### src/rtl/altair_panel_pkg.sv
// ============================================================================
// Module      : altair_panel_pkg
// Description : Shared definitions for the front-panel command path.
//               - Command code encoding driven onto cmd_code.
//               - Sequencer state encoding. ST_REPEAT is present only when
//                 REPEAT_AUTO_EN is defined.
//               - Button index constants into the 6-bit button vector
//                 {reset, deposit_next, deposit, examine_next, examine, step}.
//               - Helper functions for priority selection and the
//                 auto-repeat button mask.
// Revision    : 1.0 - initial release
// ============================================================================
`timescale 1ns/1ps
`default_nettype none

package altair_panel_pkg;

  // Button positions in btn_raw / debounced vectors
  localparam int NUM_BTNS         = 6;
  localparam int BTN_STEP         = 0;
  localparam int BTN_EXAMINE      = 1;
  localparam int BTN_EXAMINE_NEXT = 2;
  localparam int BTN_DEPOSIT      = 3;
  localparam int BTN_DEPOSIT_NEXT = 4;
  localparam int BTN_RESET        = 5;

  // Command codes offered to the machine
  localparam logic [2:0] CMD_NONE         = 3'd0;
  localparam logic [2:0] CMD_STEP         = 3'd1;
  localparam logic [2:0] CMD_EXAMINE      = 3'd2;
  localparam logic [2:0] CMD_EXAMINE_NEXT = 3'd3;
  localparam logic [2:0] CMD_DEPOSIT      = 3'd4;
  localparam logic [2:0] CMD_DEPOSIT_NEXT = 3'd5;
  localparam logic [2:0] CMD_RESET        = 3'd6;

  // Sequencer states
  localparam logic [1:0] ST_IDLE         = 2'd0;
  localparam logic [1:0] ST_ISSUE        = 2'd1;
  localparam logic [1:0] ST_WAIT_RELEASE = 2'd2;
`ifdef REPEAT_AUTO_EN
  localparam logic [1:0] ST_REPEAT       = 2'd3;
`endif

  // Fixed priority: reset > deposit > deposit_next > examine > examine_next > step.
  // Step is only honoured while the machine is paused; reset always is.
  function automatic logic [2:0] select_cmd(input logic [NUM_BTNS-1:0] press,
                                            input logic                 paused);
    if (press[BTN_RESET])             select_cmd = CMD_RESET;
    else if (press[BTN_DEPOSIT])      select_cmd = CMD_DEPOSIT;
    else if (press[BTN_DEPOSIT_NEXT]) select_cmd = CMD_DEPOSIT_NEXT;
    else if (press[BTN_EXAMINE])      select_cmd = CMD_EXAMINE;
    else if (press[BTN_EXAMINE_NEXT]) select_cmd = CMD_EXAMINE_NEXT;
    else if (press[BTN_STEP] && paused) select_cmd = CMD_STEP;
    else                              select_cmd = CMD_NONE;
  endfunction

  // One-hot mask of the button that keeps an auto-repeating command alive;
  // all-zero for commands that never repeat.
  function automatic logic [NUM_BTNS-1:0] repeat_mask(input logic [2:0] code);
    repeat_mask = '0;
    case (code)
      CMD_STEP:         repeat_mask[BTN_STEP]         = 1'b1;
      CMD_EXAMINE_NEXT: repeat_mask[BTN_EXAMINE_NEXT] = 1'b1;
      CMD_DEPOSIT_NEXT: repeat_mask[BTN_DEPOSIT_NEXT] = 1'b1;
      default:          repeat_mask = '0;
    endcase
  endfunction

endpackage

`default_nettype wire

### src/rtl/btn_debounce.sv
// ============================================================================
// Module      : btn_debounce
// Description : One front-panel button: 2-FF synchroniser followed by a
//               counting debouncer. The debounced level flips only after
//               DEBOUNCE_CYCLES consecutive synchronised samples that differ
//               from it. A press pulse (one cycle) accompanies a 0->1 flip.
//               After reset a button must first be seen released before any
//               press is reported, so a button held through reset is silent.
// Ports       : clk        - clock
//               resetn     - asynchronous active-low reset
//               i_btn_raw  - raw button, asynchronous to clk
//               o_btn_db   - debounced level
//               o_press    - one-cycle press event
// Revision    : 1.0 - initial release
// ============================================================================
`timescale 1ns/1ps
`default_nettype none

module btn_debounce #(
  parameter int DEBOUNCE_CYCLES = 250000
) (
  input  logic clk,
  input  logic resetn,
  input  logic i_btn_raw,
  output logic o_btn_db,
  output logic o_press
);

  localparam int                 c_CNT_W    = (DEBOUNCE_CYCLES > 1) ? $clog2(DEBOUNCE_CYCLES) : 1;
  localparam logic [c_CNT_W-1:0] c_CNT_LAST = c_CNT_W'(DEBOUNCE_CYCLES - 1);

  logic               r_sync1;
  logic               r_sync2;
  logic [1:0]         r_fill;   // marks when r_sync2 holds a real sample after reset
  logic               r_armed;  // a released level has been observed since reset
  logic               r_state;
  logic               r_press;
  logic [c_CNT_W-1:0] r_cnt;

  always_ff @(posedge clk or negedge resetn) begin
    if (!resetn) begin
      r_sync1 <= 1'b0;
      r_sync2 <= 1'b0;
      r_fill  <= 2'b00;
      r_armed <= 1'b0;
      r_state <= 1'b0;
      r_press <= 1'b0;
      r_cnt   <= '0;
    end else begin
      r_sync1 <= i_btn_raw;
      r_sync2 <= r_sync1;
      r_fill  <= {r_fill[0], 1'b1};
      r_press <= 1'b0;

      if (r_fill[1] && !r_sync2 && !r_state) begin
        r_armed <= 1'b1;
      end

      if (r_sync2 == r_state) begin
        r_cnt <= '0;
      end else if (r_cnt == c_CNT_LAST) begin
        r_cnt   <= '0;
        r_state <= r_sync2;
        r_press <= r_sync2 & r_armed;
      end else begin
        r_cnt <= r_cnt + 1'b1;
      end
    end
  end

  assign o_btn_db = r_state;
  assign o_press  = r_press;

endmodule

`default_nettype wire

### src/rtl/panel_cmd_sequencer.sv
// ============================================================================
// Module      : panel_cmd_sequencer
// Description : Turns debounced front-panel button presses into single
//               commands handed to the machine over a valid/ready handshake.
//               Same-cycle presses resolve by fixed priority; presses while a
//               command is outstanding or buttons are still held are dropped.
//               Optional feature macro: REPEAT_AUTO_EN - step, examine_next
//               and deposit_next auto-repeat while held (REPEAT_DELAY cycles
//               after the handshake, then every REPEAT_PERIOD cycles).
// Ports       : clk        - clock (machine clock domain)
//               resetn     - asynchronous active-low reset
//               btn_raw    - raw buttons {reset, deposit_next, deposit,
//                            examine_next, examine, step}
//               pause_mode - 1 = machine paused, step allowed
//               data_sw    - data/address switches, captured at acceptance
//               cmd_valid  - command offered
//               cmd_code   - command code (altair_panel_pkg)
//               cmd_data   - data_sw captured with the command
//               cmd_ready  - machine accepts the command
//               busy       - sequencer is not idle
// Revision    : 1.0 - initial release
// ============================================================================
`timescale 1ns/1ps
`default_nettype none

module panel_cmd_sequencer
  import altair_panel_pkg::*;
#(
  parameter int DEBOUNCE_CYCLES = 250000,
  parameter int REPEAT_DELAY    = 12500000,
  parameter int REPEAT_PERIOD   = 2500000
) (
  input  logic                clk,
  input  logic                resetn,
  input  logic [NUM_BTNS-1:0] btn_raw,
  input  logic                pause_mode,
  input  logic [7:0]          data_sw,
  output logic                cmd_valid,
  output logic [2:0]          cmd_code,
  output logic [7:0]          cmd_data,
  input  logic                cmd_ready,
  output logic                busy
);

  logic [NUM_BTNS-1:0] w_db;
  logic [NUM_BTNS-1:0] w_press;
  logic [2:0]          w_sel;

  logic [1:0]          r_state;
  logic                r_cmd_valid;
  logic [2:0]          r_cmd_code;
  logic [7:0]          r_cmd_data;

  genvar gi;
  generate
    for (gi = 0; gi < NUM_BTNS; gi++) begin : g_btn
      btn_debounce #(
        .DEBOUNCE_CYCLES (DEBOUNCE_CYCLES)
      ) u_btn_debounce (
        .clk       (clk),
        .resetn    (resetn),
        .i_btn_raw (btn_raw[gi]),
        .o_btn_db  (w_db[gi]),
        .o_press   (w_press[gi])
      );
    end
  endgenerate

  assign w_sel = select_cmd(w_press, pause_mode);

`ifdef REPEAT_AUTO_EN
  localparam int                 c_REP_MAX     = (REPEAT_DELAY > REPEAT_PERIOD) ? REPEAT_DELAY : REPEAT_PERIOD;
  localparam int                 c_REP_W       = $clog2(c_REP_MAX + 1);
  localparam logic [c_REP_W-1:0] c_DELAY_LAST  = c_REP_W'(REPEAT_DELAY - 1);
  localparam logic [c_REP_W-1:0] c_PERIOD_LAST = c_REP_W'(REPEAT_PERIOD - 1);

  // r_rep_cnt reads k in the k-th cycle after a handshake; the reissue is
  // registered one cycle ahead so the next cmd_valid lands exactly on the
  // delay/period boundary.
  logic [c_REP_W-1:0] r_rep_cnt;
  logic               r_rep_first;
  logic               w_rep_held;

  assign w_rep_held = |(w_db & repeat_mask(r_cmd_code));
`else
  logic w_unused_cfg;
  assign w_unused_cfg = (REPEAT_DELAY > 0) ^ (REPEAT_PERIOD > 0);
`endif

  always_ff @(posedge clk or negedge resetn) begin
    if (!resetn) begin
      r_state     <= ST_IDLE;
      r_cmd_valid <= 1'b0;
      r_cmd_code  <= CMD_NONE;
      r_cmd_data  <= 8'h00;
`ifdef REPEAT_AUTO_EN
      r_rep_cnt   <= '0;
      r_rep_first <= 1'b0;
`endif
    end else begin
      case (r_state)
        ST_IDLE: begin
          if (w_sel != CMD_NONE) begin
            r_cmd_code  <= w_sel;
            r_cmd_data  <= data_sw;
            r_cmd_valid <= 1'b1;
            r_state     <= ST_ISSUE;
`ifdef REPEAT_AUTO_EN
            r_rep_first <= 1'b1;
`endif
          end
        end

        ST_ISSUE: begin
          if (cmd_ready) begin
            r_cmd_valid <= 1'b0;
`ifdef REPEAT_AUTO_EN
            if (|repeat_mask(r_cmd_code)) begin
              r_rep_cnt <= c_REP_W'(1);
              r_state   <= ST_REPEAT;
            end else begin
              r_state   <= ST_WAIT_RELEASE;
            end
`else
            r_state     <= ST_WAIT_RELEASE;
`endif
          end
        end

        ST_WAIT_RELEASE: begin
          if (w_db == '0) begin
            r_state <= ST_IDLE;
          end
        end

`ifdef REPEAT_AUTO_EN
        ST_REPEAT: begin
          if (!w_rep_held) begin
            r_state <= ST_IDLE;
          end else if (r_rep_cnt >= (r_rep_first ? c_DELAY_LAST : c_PERIOD_LAST)) begin
            r_cmd_valid <= 1'b1;
            r_rep_first <= 1'b0;
            r_state     <= ST_ISSUE;
          end else if (r_rep_cnt != '1) begin
            r_rep_cnt <= r_rep_cnt + 1'b1;
          end
        end
`endif

        default: begin
          r_state     <= ST_IDLE;
          r_cmd_valid <= 1'b0;
        end
      endcase
    end
  end

  assign cmd_valid = r_cmd_valid;
  assign cmd_code  = r_cmd_code;
  assign cmd_data  = r_cmd_data;
  assign busy      = (r_state != ST_IDLE);

endmodule

`default_nettype wire

### config.mk
export PLATFORM = sky130hd
export DESIGN_NAME = panel_cmd_sequencer
export DESIGN_NICKNAME = d
export VERILOG_FILES = /design/src/rtl/altair_panel_pkg.sv /design/src/rtl/btn_debounce.sv /design/src/rtl/panel_cmd_sequencer.sv
export SDC_FILE = /design/constraint.sdc
export NUM_CORES = 1
export LEC_CHECK = 0
export CORE_UTILIZATION = 30
export DETAILED_ROUTE_END_ITERATION = 10
export GPL_ROUTABILITY_DRIVEN = 0
export REMOVE_ABC_BUFFERS = 1
export SETUP_SLACK_MARGIN = 0.02
export SLEW_MARGIN = 20
export SYNTH_ARGS = -nofsm -noshare
export SYNTH_HDL_FRONTEND = slang
export SYNTH_SLANG_ARGS = --single-unit
### constraint.sdc
create_clock -name clk -period 5.06 [get_ports clk]
set_input_delay 1.012 -clock clk [delete_from_list [all_inputs] [get_ports clk]]
set_output_delay 1.012 -clock clk [all_outputs]
set_load 0.05 [all_outputs]
==> results.txt, run 1 <==
Slew Limit Headroom: 0.3453
synthesized cell area: 7076 um2
die height: 155.6 um
Post-Syn Instances: 666
Synth cell types: 41
final hold vios: 0
Num CTS Buffers: 17
R2R cell count: 4
max_cap viols: 0
final setup TNS: 0 ns
worst reg2reg endpoint: g_btn[4].u_btn_debounce.r_cnt[15]
Worst-Margin Slew: 0.9787 ns
drt drc: 0
commonest non-fill, non-tap cells in the layout: 154 x dfrtp_1, 118 x nor2_1, 63 x xnor2_1
Final HPWL DP: 9001 um
crit path DAT: 1.87 ns
initial DRC count: 218
starting density of the core: 0.3088
post-synth top area cell: dfrtp_1
Placement Setup Slack: 2.535 ns
Longest Clk Path Bufs: 2
critical path class: register to primary output
Pint: 2.032 mW
area delta synth->final: 18.05%
share of total power in combinational logic: 0.039
Final Cycle Share: 0.5695
Hold Crit Class: register to register
Vias: 4903
final wirelength: 13400 um
count of final setup violators: 0
area share of the largest cell type after synthesis: 0.5447
DRT Pass-1 Iters: 4
total track usage: 0.1221
Yosys reg bits: 154
antenna violations before repair: 1
outcome: finished clean
TritonCTS clock tree: built
Setup crit start kind: register
ys flop type: dfrtp_1
I/O Buffers: 30
critical path peak fanout: 6
HP Start: g_btn[1].u_btn_debounce.r_sync1
commonest non-fill, non-tap cell in the layout: dfrtp_1
post-route setup slack: 2.178 ns
# resized after CTS: 0
Die W: 155.6 um
RSZ-0062 raised after global routing: false
Rows: 55
Syn. warnings: 0
switching share of total power: 0.2244
layout cells sized above 1: 0.09544
WL per Instance: 12.92 um
antenna-violating nets left: 0
Max Clk Rate: 0.3470 GHz
reg-to-reg slack, setup: 2.82 ns
Peak supply drop: 0.2338 mV
Worst-path clk slew: 0.06 ns
Lkg Pwr: 3.352 nW
Finished Layout Cells: 1037
Nets: 734
fill count: 2263
Layout Skew: 0.008950 ns
vias in the first global route: 4793
post-synthesis sequential area ratio: 0.5447
first-pass GRT wire length: 23400 um
Vias/cell: 4.728
total gr overflow: 0
setup repair bufs after CTS: 0
Clock Latency Late Sink: 0.42 ns
critical path endpoint category: primary output
hold path depth: 0
switching power: 0.5877 mW
hold worst-path end: g_btn[1].u_btn_debounce.r_sync2
die area: 24200 um2
cts hold-fix bufs: 0
sequential power share: 0.485
IO Pins: 31
number of synthesized flops with an enable pin: 0
Avg Inst Size Synth: 10.62 um2
clock power share: 0.476
largest net degree at the start of global routing: 89
Worst EP required: 4.05 ns
Std-Cell Core Area: 22920 um2
Slew Viols, Final: 0
post-layout min period: 2.882 ns
Root Buffer Master: clkbuf_16
share of synthesized flip-flops with an asynchronous set or reset: 1.000
H-tree depth: 4
# clock sinks: 154
worst flop-to-flop path startpoint: g_btn[4].u_btn_debounce.r_cnt[0]
cell area power density: 313.6 nW/um2
DP Cell Count: 1004
synth top area cells: dfrtp_1 54%, xnor2_1 7.8%, nor2_1 6.3%
[synthesized netlist by cell type, types with 11 or more instances]
library cell,number
nand2_1,32
xnor2_1,63
nor2_1,118
nand4_1,28
inv_1,17
nor3_1,27
mux2_2,11
o21ai_0,11
xor2_1,27
nand3_1,39
a21oi_1,16
dfrtp_1,154
nor4_1,33
[power groups by stage]
stage                     registers [mW]  clock network [mW]  logic (mW)
after floorplan                     1.30                   0      0.0358
after global placement              1.29                   0       0.105
after detailed placement            1.29                   0       0.106
after CTS                           1.27                1.29       0.107
after global routing                1.27                1.34       0.117
final                               1.27                1.25       0.102
[worst max-delay path, stage by stage (launching register included)]
cell and delay, ns:
dfrtp_1 0.41, nor2_1 0.08, inv_1 0.14, clkdlybuf4s50_1 0.83
[how the worst max path moves through the flow]
stage	slack, ns	endpoint	start	cells past startpoint
after floorplan	2.81	cmd_data[0]	pause_mode	3
after global placement	2.55	cmd_data[7]	pause_mode	5
after detailed placement	2.54	cmd_data[1]	pause_mode	5
after CTS	2.15	busy	r_state[0]	3
after global routing	2.08	busy	r_state[0]	3
final	2.18	busy	r_state[0]	3
[through the flow]
step	instance area [um2]	hold WS [ns]	util	power, mW
floorplan	7027	0.3312	-	1.337
detailed placement	7769	0.3347	0.3390	1.400
CTS	8351	0.3487	0.3644	2.665
global placement	7769	0.3321	0.3390	1.399
global route	8353	0.3609	0.3645	2.732
finish	8353	0.3464	0.3645	2.619
[state kept, by name, indices dropped and copies added (netlist names)]
name                           count
g_btn.u_btn_debounce.r_cnt       108
g_btn.u_btn_debounce.r_sync2       6
g_btn.u_btn_debounce.o_btn_db      6
g_btn.u_btn_debounce.r_fill        2
r_state                            2
g_btn.u_btn_debounce.o_press       6
cmd_valid                          1
g_btn.u_btn_debounce.r_armed       6
cmd_data                           8
cmd_code                           3
g_btn.u_btn_debounce.r_sync1       6
[routing by layer]
layer / global-route usage / part of all wire / up-vias / wire length (um)
li1: - / - / 2448 / -
met1: 0.1655 / 0.50 / 2371 / 6764
met2: 0.1800 / 0.44 / 67 / 5847
met3: 0.04194 / 0.039 / 17 / 516
met4: 0.04388 / 0.020 / 0 / 274
met5: 0 / 0 / - / 0
[logic make-up after synthesis]
group,after synthesis,share of synthesized area
xor+xnor,90,0.1114
buf+inv,27,0.01592
mux,14,0.02387
compound gates,47,0.05252
simple gates,327,0.2405
other cells,1,0.0005300
fa+ha+maj,6,0.01061
flops,154,0.5447
[layout make-up]
cell class,count,area [um2],area share
timing repair buffer,35,339.1,0.04059
sequential,154,3854,0.4614
clock inverter,13,138.9,0.01663
multi-input combinational,485,3120,0.3736
antenna,1,2.502,0.0002996
clock buffer,19,442.9,0.05303
inverter,17,63.81,0.007639
tap,313,391.6,0.04688
Note: power is estimated with default switching activity, not from simulation.
==> inputs of run 2 (changes only) <==
Clock period 5.06 ns to 2.8 ns, I/O delays scaled along.
==> run 2 against run 1 <==
Hold slack worse by 0.20 ns. Combinational power grew 91%. Core utilization rose by 0.30 points. Register-to-register slack got worse by 2.1 ns. Clock power is 81% higher. Critical path depth unchanged. Wire length fell by 0.76%. Final cell count grew 0.58%. Cell area up 0.82%. Total power grew 82%. Critical endpoint unchanged.
==> results.txt, run 2 (same netlist as run 1, synthesis figures left out) <==
outcome: finished clean
DP Cell Count: 1012
die area: 24200 um2
reg-to-reg slack, setup: 0.76 ns
Setup crit start kind: register
Max Clk Rate: 0.4104 GHz
commonest non-fill, non-tap cell in the layout: dfrtp_1
critical path peak fanout: 6
Layout Skew: 0.007242 ns
drt drc: 0
TritonCTS clock tree: built
initial DRC count: 291
Std-Cell Core Area: 22920 um2
vias in the first global route: 4787
# resized after CTS: 0
final hold vios: 0
fill count: 2265
WL per Instance: 12.75 um
cell area power density: 564.5 nW/um2
I/O Buffers: 30
largest reg by FF count: g_btn.u_btn_debounce.r_cnt
critical path class: register to primary output
final instance area: 8422 um2
post-layout min period: 2.437 ns
Slew Viols, Final: 0
Worst EP required: 2.24 ns
Peak supply drop: 0.3853 mV
first-pass GRT wire length: 23510 um
Longest Clk Path Bufs: 2
final wirelength: 13300 um
largest net degree at the start of global routing: 69
crit path DAT: 1.88 ns
cts hold-fix bufs: 0
setup repair bufs after CTS: 0
Root Buffer Master: clkbuf_16
worst flop-to-flop path startpoint: g_btn[3].u_btn_debounce.r_cnt[10]
CP startpoint: r_state[0]
Final HPWL DP: 9036 um
Final Core Density: 0.3675
critical path endpoint category: primary output
CP endpoint: busy
Slowest Stage Delay on Critical Path: 0.86 ns
count of final setup violators: 0
area delta synth->final: 19.03%
total gr overflow: 0
worst reg2reg endpoint: g_btn[3].u_btn_debounce.r_cnt[11]
critical path's top delay family: buffers and inverters
Vias: 4963
Multi-input gate area: 3113 um2
antenna violations before repair: 0
commonest non-fill, non-tap cells in the layout: 154 x dfrtp_1, 118 x nor2_1, 63 x xnor2_1
max_cap viols: 0
starting density of the core: 0.3088
Die W: 155.6 um
total track usage: 0.1207
Hold Crit Class: input pin to asynchronous set/reset pin
Slew Limit Headroom: 0.5412
critical-path cell list: nor2_1 > inv_1 > clkdlybuf4s50_1
Worst-path clk slew: 0.06 ns
Lkg Pwr: 3.381 nW
max reg flops: 108
Num CTS Buffers: 17
Final Cycle Share: 0.8703
Placed Area: 7834 um2
Crit path depth: 3
ant diodes: 0
Clock Latency Late Sink: 0.42 ns
Worst-Margin Slew: 0.6883 ns
RSZ-0062 raised after global routing: false
R2R cell count: 5
Rows: 55
DRT Pass-1 Iters: 4
antenna-violating nets left: 0
register area: 3854 um2
Nets: 742
final setup TNS: 0 ns
die height: 155.6 um
Vias/cell: 4.758
IO Pins: 31
Buf+Inv Stages, Crit Path: 2
Finished Layout Cells: 1043
H-tree depth: 4
layout cells sized above 1: 0.1068
CP max-delay cell: clkdlybuf4s50_1
# clock sinks: 154
## run 2: cell types whose count changed in the layout (fill, tap and decap cells not counted), moves of 2 or more
cell      change
inv_6         -4
buf_4         +7
clkinv_4      +2
clkbuf_8      +2
## run 2: power breakdown
| part | switching, mW | total (mW) | internal [mW] |
|---|---|---|---|
| Clock | 0.887 | 2.26 | 1.37 |
| Combinational | 0.119 | 0.195 | 0.0760 |
| Sequential | 0.0343 | 2.30 | 2.26 |
| Total | 1.04 | 4.75 | 3.71 |
## run 2: layer usage
layer	wire length [um]	vias up	track usage
li1	-	2459	-
met1	6580	2416	0.1660
met2	5980	69	0.1802
met3	467	19	0.03222
met4	271	0	0.04809
met5	0	-	0
## run 2: final cells by class
class,instances,area share
Tap cell,313,0.04650
Clock inverter,11,0.01441
Multi-Input combinational cell,485,0.3696
Inverter,17,0.007577
Clock buffer,20,0.05542
Sequential cell,154,0.4576
Timing Repair Buffer,43,0.04888
## run 2: through the flow
stage | power [mW] | hold slack, ns | setup slack [ns]
final | 4.754 | 0.1436 | 0.3631
after detailed placement | 2.539 | 0.3362 | 0.4731
after CTS | 4.825 | 0.1772 | 0.3277
after global placement | 2.538 | 0.3326 | 0.06029
after global routing | 4.944 | 0.2051 | 0.2755
after floorplan | 2.416 | 0.2644 | 0.7813
## run 2: worst reg2reg max path, stage by stage, from the launching register on
cell,delay [ns]
dfrtp_1,0.43
nor4_1,0.27
nand4_1,0.22
o41ai_4,0.67
buf_4,0.28
nor2_1,0.06
## run 2: worst min path at each step
stage                                      startpoint                                 to  slack [ns]  depth (start not counted)
finish                                         resetn  g_btn[1].u_btn_debounce.r_cnt[14]        0.14                          1
global route                                   resetn   g_btn[1].u_btn_debounce.r_cnt[7]        0.21                          1
CTS                                            resetn   g_btn[1].u_btn_debounce.r_cnt[6]        0.18                          1
detailed placement    g_btn[1].u_btn_debounce.r_sync1    g_btn[1].u_btn_debounce.r_sync2        0.34                          0
global placement    g_btn[5].u_btn_debounce.r_fill[0]  g_btn[0].u_btn_debounce.r_fill[1]        0.33                          0
floorplan                                      resetn                        cmd_code[0]        0.26                          0
==> inputs of run 3 (changes only) <==
Settings changed: SKIP_LAST_GASP set to 1.
==> results of run 3 <==
No change in the layout: final DEF, timing and power equal those of run 2.
